$ cat src/rtl/nabp_shift_sequencer.sv
// Shifter-side sweep sequencer: one sh_kick, IMAGE_SIZE sh_shift_en strobes, then one sh_done.
// Latency: kick in the cycle after ss_start is sampled; first strobe FILL_DELAY cycles after kick.
// Backpressure: ss_stall withholds sh_shift_en combinationally and freezes the column count.
module nabp_shift_sequencer #(
    parameter int IMAGE_SIZE = 128,
    parameter int FILL_DELAY = 2,
    parameter int COUNT_W    = $clog2(IMAGE_SIZE)
) (
    input  logic               clk,
    input  logic               reset_n,
    input  logic               ss_start,
    input  logic               ss_stall,
    output logic               sh_kick,
    output logic               sh_shift_en,
    output logic               sh_done,
    output logic               sh_busy,
    output logic [COUNT_W-1:0] sh_count
);

    localparam int FILL_W = (FILL_DELAY > 2) ? $clog2(FILL_DELAY) : 1;
    localparam logic [FILL_W-1:0]  FILL_LAST  = FILL_W'((FILL_DELAY >= 2) ? FILL_DELAY - 2 : 0);
    localparam logic [COUNT_W-1:0] COUNT_LAST = COUNT_W'(IMAGE_SIZE - 1);

    typedef enum logic [2:0] {
        ST_READY,
        ST_KICK,
        ST_FILL,
        ST_SHIFT,
        ST_DONE
    } state_t;

    state_t             state_q, state_d;
    logic [FILL_W-1:0]  fill_cnt_q, fill_cnt_d;
    logic [COUNT_W-1:0] count_q, count_d;

    always_ff @(posedge clk or negedge reset_n) begin
        if (!reset_n) begin
            state_q    <= ST_READY;
            fill_cnt_q <= '0;
            count_q    <= '0;
        end else begin
            state_q    <= state_d;
            fill_cnt_q <= fill_cnt_d;
            count_q    <= count_d;
        end
    end

    // Stall is the only input allowed to reach an output without a register.
    assign sh_kick     = (state_q == ST_KICK);
    assign sh_done     = (state_q == ST_DONE);
    assign sh_busy     = (state_q != ST_READY);
    assign sh_shift_en = (state_q == ST_SHIFT) && !ss_stall;
    assign sh_count    = count_q;

    always_comb begin
        state_d    = state_q;
        fill_cnt_d = fill_cnt_q;
        count_d    = count_q;
        case (state_q)
            ST_READY: begin
                if (ss_start) begin
                    state_d = ST_KICK;
                end
            end
            ST_KICK: begin
                fill_cnt_d = '0;
                if (FILL_DELAY == 1) begin
                    state_d = ST_SHIFT;
                end else begin
                    state_d = ST_FILL;
                end
            end
            ST_FILL: begin
                if (fill_cnt_q == FILL_LAST) begin
                    state_d    = ST_SHIFT;
                    fill_cnt_d = '0;
                end else begin
                    fill_cnt_d = fill_cnt_q + 1'b1;
                end
            end
            ST_SHIFT: begin
                if (sh_shift_en) begin
                    if (count_q == COUNT_LAST) begin
                        state_d = ST_DONE;
                        count_d = '0;
                    end else begin
                        count_d = count_q + 1'b1;
                    end
                end
            end
            ST_DONE: begin
                state_d = ST_READY;
            end
            default: begin
                state_d    = ST_READY;
                fill_cnt_d = '0;
                count_d    = '0;
            end
        endcase
    end

endmodule
$ cat config.mk
export PLATFORM = sky130hd
export DESIGN_NAME = nabp_shift_sequencer
export DESIGN_NICKNAME = d
export VERILOG_FILES = /design/src/rtl/nabp_shift_sequencer.sv
export SDC_FILE = /design/constraint.sdc
export NUM_CORES = 1
export LEC_CHECK = 0
export ABC_AREA = 1
export CORE_MARGIN = 2
export CORE_UTILIZATION = 30
export CTS_CLUSTER_SIZE = 16
export DETAILED_ROUTE_END_ITERATION = 10
export DONT_BUFFER_PORTS = 1
export GPL_TIMING_DRIVEN = 0
export PLACE_DENSITY = 0.52
export SLEW_MARGIN = 20
export SYNTH_ARGS = -nofsm -noshare
export SYNTH_HDL_FRONTEND = slang
export SYNTH_SLANG_ARGS = --single-unit
$ cat constraint.sdc
create_clock -name clk -period 3.5 [get_ports clk]
set_input_delay 0.175 -clock clk [delete_from_list [all_inputs] [get_ports clk]]
set_output_delay 0.175 -clock clk [all_outputs]
set_load 0.05 [all_outputs]
# [After elaboration in Yosys (flattened, before gate mapping)]
# Cells that the tools add are included.
[word_totals] latch_bits=0 n_memories=0 rom_bits=0 mem_bits_rw=0 out_inout_bits=11 inputBits=4 register_bits=11
[classes] n_reduce_logical=8 muxes=10 eq_ne=9 n_lt_le_gt_ge=0 shifts=0 bitwise_logic=1 n_addsub=2 n_div=0 n_mul=0
[ops] op="7-bit two-way mux" n=2
[ops] op="7-bit case mux with 2 select lines" n=1
[ops] op="3-bit two-way mux" n=4
[ops] op="3-bit case mux with 4 select lines" n=1
[ops] op="7-bit by 1-bit adder with 7-bit output, second input constant" n=1
[ops] op="7-bit equality test, second input constant" n=1
[ops] op="3-bit by 2-bit equality test with 1-bit output, second input constant" n=2
[ops] op="2-bit != test, second input constant" n=3
[ops] op="4-bit AND reduction" n=1
[ops] op="4-bit OR reduction" n=1
[ops] op="3-bit by 1-bit equality test with 1-bit output, second input constant" n=1
[ops] op="3-bit equality test, second input constant" n=1
[ops] op="3-bit zero test" n=1
[ops] op="3-bit nonzero test" n=1
[ops] op="3-bit OR reduction" n=1
[ops] op="2-bit by 1-bit != test with 1-bit output, second input constant" n=1
[ops] op="1-bit case mux with 2 select lines" n=1
[ops] op="2-bit AND reduction" n=1
[ops] op="1-bit adder, second input constant" n=1
[ops] op="1-bit logical AND" n=1
[ops] op="1-bit zero test" n=1
[ops] op="1-bit two-way mux" n=1
[ops] op="1-bit inverter" n=1

# [Depth between registers and ports, before layout]
# Gate-level depths: netlist (run 1).
[logic_depth] depth_word=4 depth_mapped=9 depth_no_buf=9

# [Worst setup path after synthesis (run 1)]
# Ideal clock, no wire load.
[synth_timing] kind="register -> output" startpoint="register state_q[2]" endpoint="output sh_kick" required_time_ps=3325 path_slack_ps=1801 t_arrival_ps=1524 path_stages_with_launch=2 cell_sequence="dfrtp_1 -> nor3_1"
[synth_via] elab_chain_len=1
[synth_rtl] item="start: declaration" line="32" text="state_t state_q, state_d;"
[synth_rtl] item="start signal: assignment" line="42" text="state_q <= state_d;"
[synth_rtl] item="3-bit by 1-bit equality test with 1-bit output" line="49" text="assign sh_kick = (state_q == ST_KICK);"
[synth_rtl] item="end: declaration" line="13" text="output logic sh_kick,"
# No other way between the ends.

# [Final worst setup path (run 1)]
[layout_timing] startpoint="register state_q[1]" endpoint="output sh_shift_en"
[layout_via] elab_chain_len=2
[layout_rtl] item="3-bit by 2-bit equality test with 1-bit output" line="52" text="assign sh_shift_en = (state_q == ST_SHIFT) && !ss_stall;"
[layout_rtl] item="1-bit logical AND" line="52"
[layout_rtl] item="end: declaration" line="14" text="output logic sh_shift_en,"
# No other way between the ends.

==> summary.md, run 1 <==
| Metric | Value |
|---|---|
| Worst path max stage delay | `slightly below 0.7 ns` |
| Placed cell count | `110` |
| Outcome | `finished clean` |
| Vias | `503` |
| Worst Setup Path Type | `flop to primary output` |
| Worst-Skew Late Latency | `approximately 0.26 ns` |
| Hold Path Class | `primary input to flop` |
| CTS Buffer Depth | `2` |
| Total Nets Final | `between 90 and 100` |
| Worst EP required | `3.32 ns` |
| Fmax | `between 0.5 and 0.6 GHz` |
| Synth unique cells | `18` |
| Hold WS | `around 0.10 ns` |
| Synth Cell Area | `approximately 610 um^2` |
| Syn Inst Count | `a little over 80` |
| Detailed Route Iter0 Violations | `3` |
| Pins over their slew limit | `0` |
| Post-DRT Antenna Nets | `0` |
| Seq pwr share | `0.374` |
| Core box area | `between 1500 and 2000 um^2` |
| Die area | `between 2000 and 2500 um^2` |
| TritonCTS Buffers | `3` |
| # DRC | `0` |
| GP Congestion | `between 0.7 and 0.8` |
| Drt wl/cell | `~11 um` |
| Comb power frac | `0.492` |
| IO Pins | `15` |
| Drt pass-1 iters | `2` |
| CTS tree | `yes` |
| Final setup fails | `0` |
| Peak VDD IR | `about 0.34 mV` |
| Net Count, Synth | `between 80 and 90` |
| Hpwl dp | `roughly 970 um` |
| Maxcap violations | `0` |
| Final wirelength | `around 1200 um` |
| CTS sink cnt | `10` |
| Sw Pwr | `between 0.3 and 0.4 mW` |
| Die Span Y | `~49 um` |
| Slew headroom | `0.401` |
| Commonest non-fill, non-tap cells in the layout | `nand2_1, inv_1, nor2_1` |
| Non-filler cells, final | `roughly 120` |
| Worst-path clk slew | `~0.060 ns` |
| CP Buf/Inv Count | `1` |
| Ratio of cells with drive above 1 in the final layout | `0.159` |
| Initial antenna violation count | `0` |
| Total gr overflow | `0` |
| Starting Density | `0.312` |
| Port bufs | `0` |
| Setup TNS | `0 ns` |
| Clock period minus worst slack | `just under 2 ns` |
| Post-CTS Resized | `0` |
| Mapped Avg Cell Area | `7.30 um^2` |
| RSZ-0062 raised after global routing | `no` |
| Synth-to-Final Area Change | `13.4%` |
| Top fanout value on the critical path | `5` |
| Most common cell after layout, fill and taps aside | `nand2_1` |
| Critical Path AT | `1.75 ns` |
| Pwr Density | `between 800 and 900 nW/um^2` |
| CTS Hold Bufs | `2` |
| Die span in x | `slightly below 50 um` |
| First-pass GRT wire length | `2250 um` |
| Fillers | `~230` |
| Critical-path cell list | `nand2_1 -> nor2_4 -> inv_1 -> nor2_1` |
| Crit end category | `primary output` |
| Global Route Usage Sum | `0.124` |
| Int Power | `between 0.2 and 0.3 mW` |
| FP Rows | `16` |
| Vias per cell | `4.37` |
| ANT cells | `0` |
| Vias in the first global route | `between 400 and 500` |
| Post-CTS Setup Repair Bufs | `0` |
| Startpoint types | `flop` |
| Clock power frac | `0.134` |
| Top delay family on crit path | `simple AND/OR/NAND/NOR gates` |
| Crit share post-route | `0.550` |
| Sw frac | `0.541` |
| Final hold vios | `0` |
| Synth Warn # | `0` |
| Clk_skew | `between 0.0009 and 0.001 ns` |
| Seq cells post-synth | `10` |
| Seq/Total Area, Yosys | `0.413` |
| Largest net degree at the start of global routing | `11` |
| Crit-path slowest cell | `nor2_1` |
| Clock Root Buffer | `clkbuf_4` |
| Leak | `0.308 nW` |
| H-Tree Depth | `1` |
| Slew at the pin closest to its max-slew limit | `around 0.89 ns` |
==> per-stage QoR <==
stage               utilization  power [mW]  area (um^2)  setup slack (ns)
finish                    0.354       0.577          687              1.58
global route              0.354       0.632          687              1.46
CTS                       0.354       0.585          687              1.56
detailed placement        0.332       0.498          644              1.73
global placement          0.329       0.493          639              1.74
floorplan                     -       0.448          606              1.80
==> sequential cells by signal, indices dropped and copies added (netlist names) <==
| register | cells |
|---|---|
| state_q | 3 |
| sh_count | 7 |
==> cell type report <==
cell class	instances	area, um^2	area share
multi-input combinational	60	304	0.443
buffer	1	11.3	0.0164
tap	27	33.8	0.0492
timing repair buffer	2	20.0	0.0291
inverter	12	45.0	0.0656
sequential	10	250	0.364
clock buffer	3	22.5	0.0328
==> routing by layer <==
| metal | vias up | track usage | wire (um) |
|---|---|---|---|
| met3 | 2 | 0.0583 | 74 |
| met5 | - | 0 | 0 |
| met4 | 0 | 0.0286 | 12 |
| met2 | 13 | 0.185 | 527 |
| met1 | 214 | 0.162 | 618 |
| li1 | 274 | - | - |
==> logic make-up (layout without fill, tap and decap cells) <==
kind of cell             after synthesis  after routing  synth area share
buffers and inverters                 13             18            0.0930
flip-flops                            10             10             0.413
AND/OR/NAND/NOR                       49             49             0.368
adder cells (fa/ha/maj)                1              1            0.0207
AO/OA/AOI/OAI                         10             10             0.105
==> synth_stat cells, drive strengths merged <==
cell	instances	area, um^2
nor4	1	6.26
buf	1	11.3
nor3	2	10.0
o21a	1	7.51
ha	1	12.5
nor2	15	73.8
o21ai	6	33.8
nand3	7	35.0
dfrtp	10	250
inv	12	45.0
nand2	24	97.6
a21oi	3	22.5
==> power groups by stage <==
stage / combinational (mW) / sequential, mW / clock (mW)
finish: 0.284 / 0.216 / 0.0775
global route: 0.321 / 0.222 / 0.0899
floorplan: 0.238 / 0.210 / 0
CTS: 0.287 / 0.216 / 0.0826
global placement: 0.276 / 0.217 / 0
detailed placement: 0.280 / 0.218 / 0
==> worst paths after layout <==
check / start / to / slack [ns] / cells past startpoint
min: ss_start / state_q[0]$_DFFE_PN0P_ / 0.10 / 2
min reg2reg: state_q[0]$_DFFE_PN0P_ / state_q[0]$_DFFE_PN0P_ / 0.58 / 3
max in group asynchronous: reset_n / sh_count[4]$_DFFE_PN0P_ / 2.86 / 1
max reg2reg: sh_count[1]$_DFFE_PN0P_ / sh_count[6]$_DFFE_PN0P_ / 1.74 / 8
min in group asynchronous: reset_n / state_q[2]$_DFFE_PN0P_ / 0.31 / 1
max: state_q[1]$_DFFE_PN0P_ / sh_shift_en / 1.58 / 4
Power figures use the tool's default switching activity.
==> run 2: changes to the inputs <==
Clock period 3.5 ns to 1.9 ns, I/O delays scaled along.
==> run 2 against run 1 <==
Compared with the run above: register-to-register slack worse by 1.4 ns; via count up 1.4%; critical path type unchanged; worst hold slack worse by 0.081 ns; power up 85%; global-route usage unchanged; worst setup slack worse by 1.3 ns; die area unchanged; count of clock-buffer cells in the layout unchanged; wire length down 0.32%; clock skew about the same; sequential power up 85%.
==> summary.md, run 2 (synthesis gave the netlist of run 1 again) <==
| Metric | Value |
|---|---|
| Port bufs | `0` |
| H-Tree Depth | `1` |
| Pwr Density | `roughly 1500 nW/um^2` |
| Vias in the first global route | `about 480` |
| Die Span Y | `slightly below 50 um` |
| Setup TNS | `0 ns` |
| Crit end category | `primary output` |
| Initial antenna violation count | `0` |
| Post-DRT Antenna Nets | `0` |
| Pins over their slew limit | `0` |
| Drt wl/cell | `10.7 um` |
| Global Route Usage Sum | `0.124` |
| First-pass GRT wire length | `about 2200 um` |
| RSZ-0062 raised after global routing | `no` |
| Core box area | `just under 2000 um^2` |
| Worst min-delay path startpoint | `ss_start` |
| Outcome | `finished clean` |
| Startpoint types | `flop` |
| Vias | `510` |
| Die area | `roughly 2400 um^2` |
| Starting Density | `0.312` |
| Crit share post-route | `0.848` |
| Non-filler cells, final | `115` |
| Met1 usage | `0.162` |
| CTS Buffer Depth | `2` |
| Maxcap violations | `0` |
| Placed cell area | `between 600 and 700 um^2` |
| Vias per cell | `between 4 and 5` |
| Worst EP required | `about 1.8 ns` |
| Final hold vios | `0` |
| Clock period minus worst slack | `around 1.6 ns` |
| GRT busiest layer | `met2` |
| Clk_skew | `0.000806 ns` |
| Leak | `0.305 nW` |
| Post-CTS Setup Repair Bufs | `0` |
| Detailed Route Iter0 Violations | `8` |
| CTS sink cnt | `10` |
| Total Nets Final | `95` |
| Worst-Skew Late Latency | `approximately 0.26 ns` |
| Clock Root Buffer | `clkbuf_4` |
| Die span in x | `around 49 um` |
| Placed cell count | `110` |
| Tot Pwr | `roughly 1.1 mW` |
| TritonCTS Buffers | `3` |
| Top fanout value on the critical path | `5` |
| Ratio of cells with drive above 1 in the final layout | `0.193` |
| # DRC | `0` |
| Total gr overflow | `0` |
| ANT cells | `0` |
| Met3 Use GR | `0.0583` |
| Peak VDD IR | `between 0.6 and 0.7 mV` |
| Crit path from | `state_q[1]$_DFFE_PN0P_` |
| CTS tree | `yes` |
| IO Pins | `15` |
| Design Area, Final | `roughly 690 um^2` |
| Max FFs per register | `7` |
| Largest net degree at the start of global routing | `11` |
| Commonest non-fill, non-tap cells in the layout | `nand2_1, inv_1, nor2_1` |
| Fmax | `approximately 0.62 GHz` |
| Most common cell after layout, fill and taps aside | `nand2_1` |
| Fillers | `232` |
| Worst Setup Path Type | `flop to primary output` |
| Final wirelength | `~1200 um` |
| Final setup fails | `0` |
| Worst-path clk slew | `roughly 0.060 ns` |
| Critical Path AT | `approximately 1.5 ns` |
| Hpwl dp | `between 900 and 1000 um` |
| FP Rows | `16` |
| Global Route met2 Usage | `0.185` |
| Slew headroom | `0.412` |
| Hold Path Class | `primary input to flop` |
| GP Congestion | `approximately 0.72` |
| Reg2reg start | `sh_count[0]$_DFFE_PN0P_` |
| Slew at the pin closest to its max-slew limit | `0.879 ns` |
| Synth-to-Final Area Change | `14.3%` |
| Drt pass-1 iters | `2` |
==> run 2: routing by layer <==
metal / wire [um] / share of wire / up-vias
met5: 0 / 0 / -
met4: 12 / 0.0098 / 0
met3: 72 / 0.059 / 2
met2: 526 / 0.43 / 13
met1: 616 / 0.50 / 219
li1: - / - / 276
==> run 2: area by class of cell <==
cell class | count | area (um^2) | area share
multi-input cells | 60 | 307 | 0.443
flip-flops and latches | 10 | 253 | 0.365
inverters | 12 | 45.0 | 0.0651
well taps | 27 | 33.8 | 0.0488
clock buffers | 3 | 22.5 | 0.0325
repair buffers | 2 | 20.0 | 0.0289
plain buffers | 1 | 11.3 | 0.0163
==> run 2: worst paths after layout <==
kind                                      endpoint  slack, ns  depth (start not counted)
max                                    sh_shift_en       0.29                          4
min                         state_q[0]$_DFFE_PN0P_       0.02                          2
max reg2reg                sh_count[0]$_DFFE_PN0P_       0.32                          8
min reg2reg                 state_q[0]$_DFFE_PN0P_       0.58                          3
max in group asynchronous  sh_count[1]$_DFFE_PN0P_       1.31                          1
min in group asynchronous   state_q[2]$_DFFE_PN0P_       0.23                          1
==> run 2: metrics by stage <==
step                 util  hold WS, ns  setup slack [ns]
detailed placement  0.332       -0.200             0.128
CTS                 0.354       0.0198            0.0428
global placement    0.329       -0.200             0.137
global route        0.356       0.0773             0.149
floorplan               -       -0.201             0.281
finish              0.356       0.0240             0.288
==> run 2: what timing repair did <==
action	4_1_cts	5_1_grt
setup endpoints to repair	0	5
hold buffers	2	0
resized for setup	0	3
hold endpoints to repair	11	0
==> run 2: where the power goes <==
group          switching (mW)  leakage, nW  internal [mW]  total, mW
clock network          0.0695       0.0138         0.0731      0.143
registers               0.136        0.128          0.265      0.400
logic                   0.371        0.163          0.155      0.526
total                   0.576        0.305          0.493       1.07
==> run 2: worst max-delay path, stage by stage, from the launching register on <==
cell     delay (ns)
dfrtp_1        0.38
nand2_1        0.13
nor2_4         0.18
inv_1          0.12
nor2_2         0.45
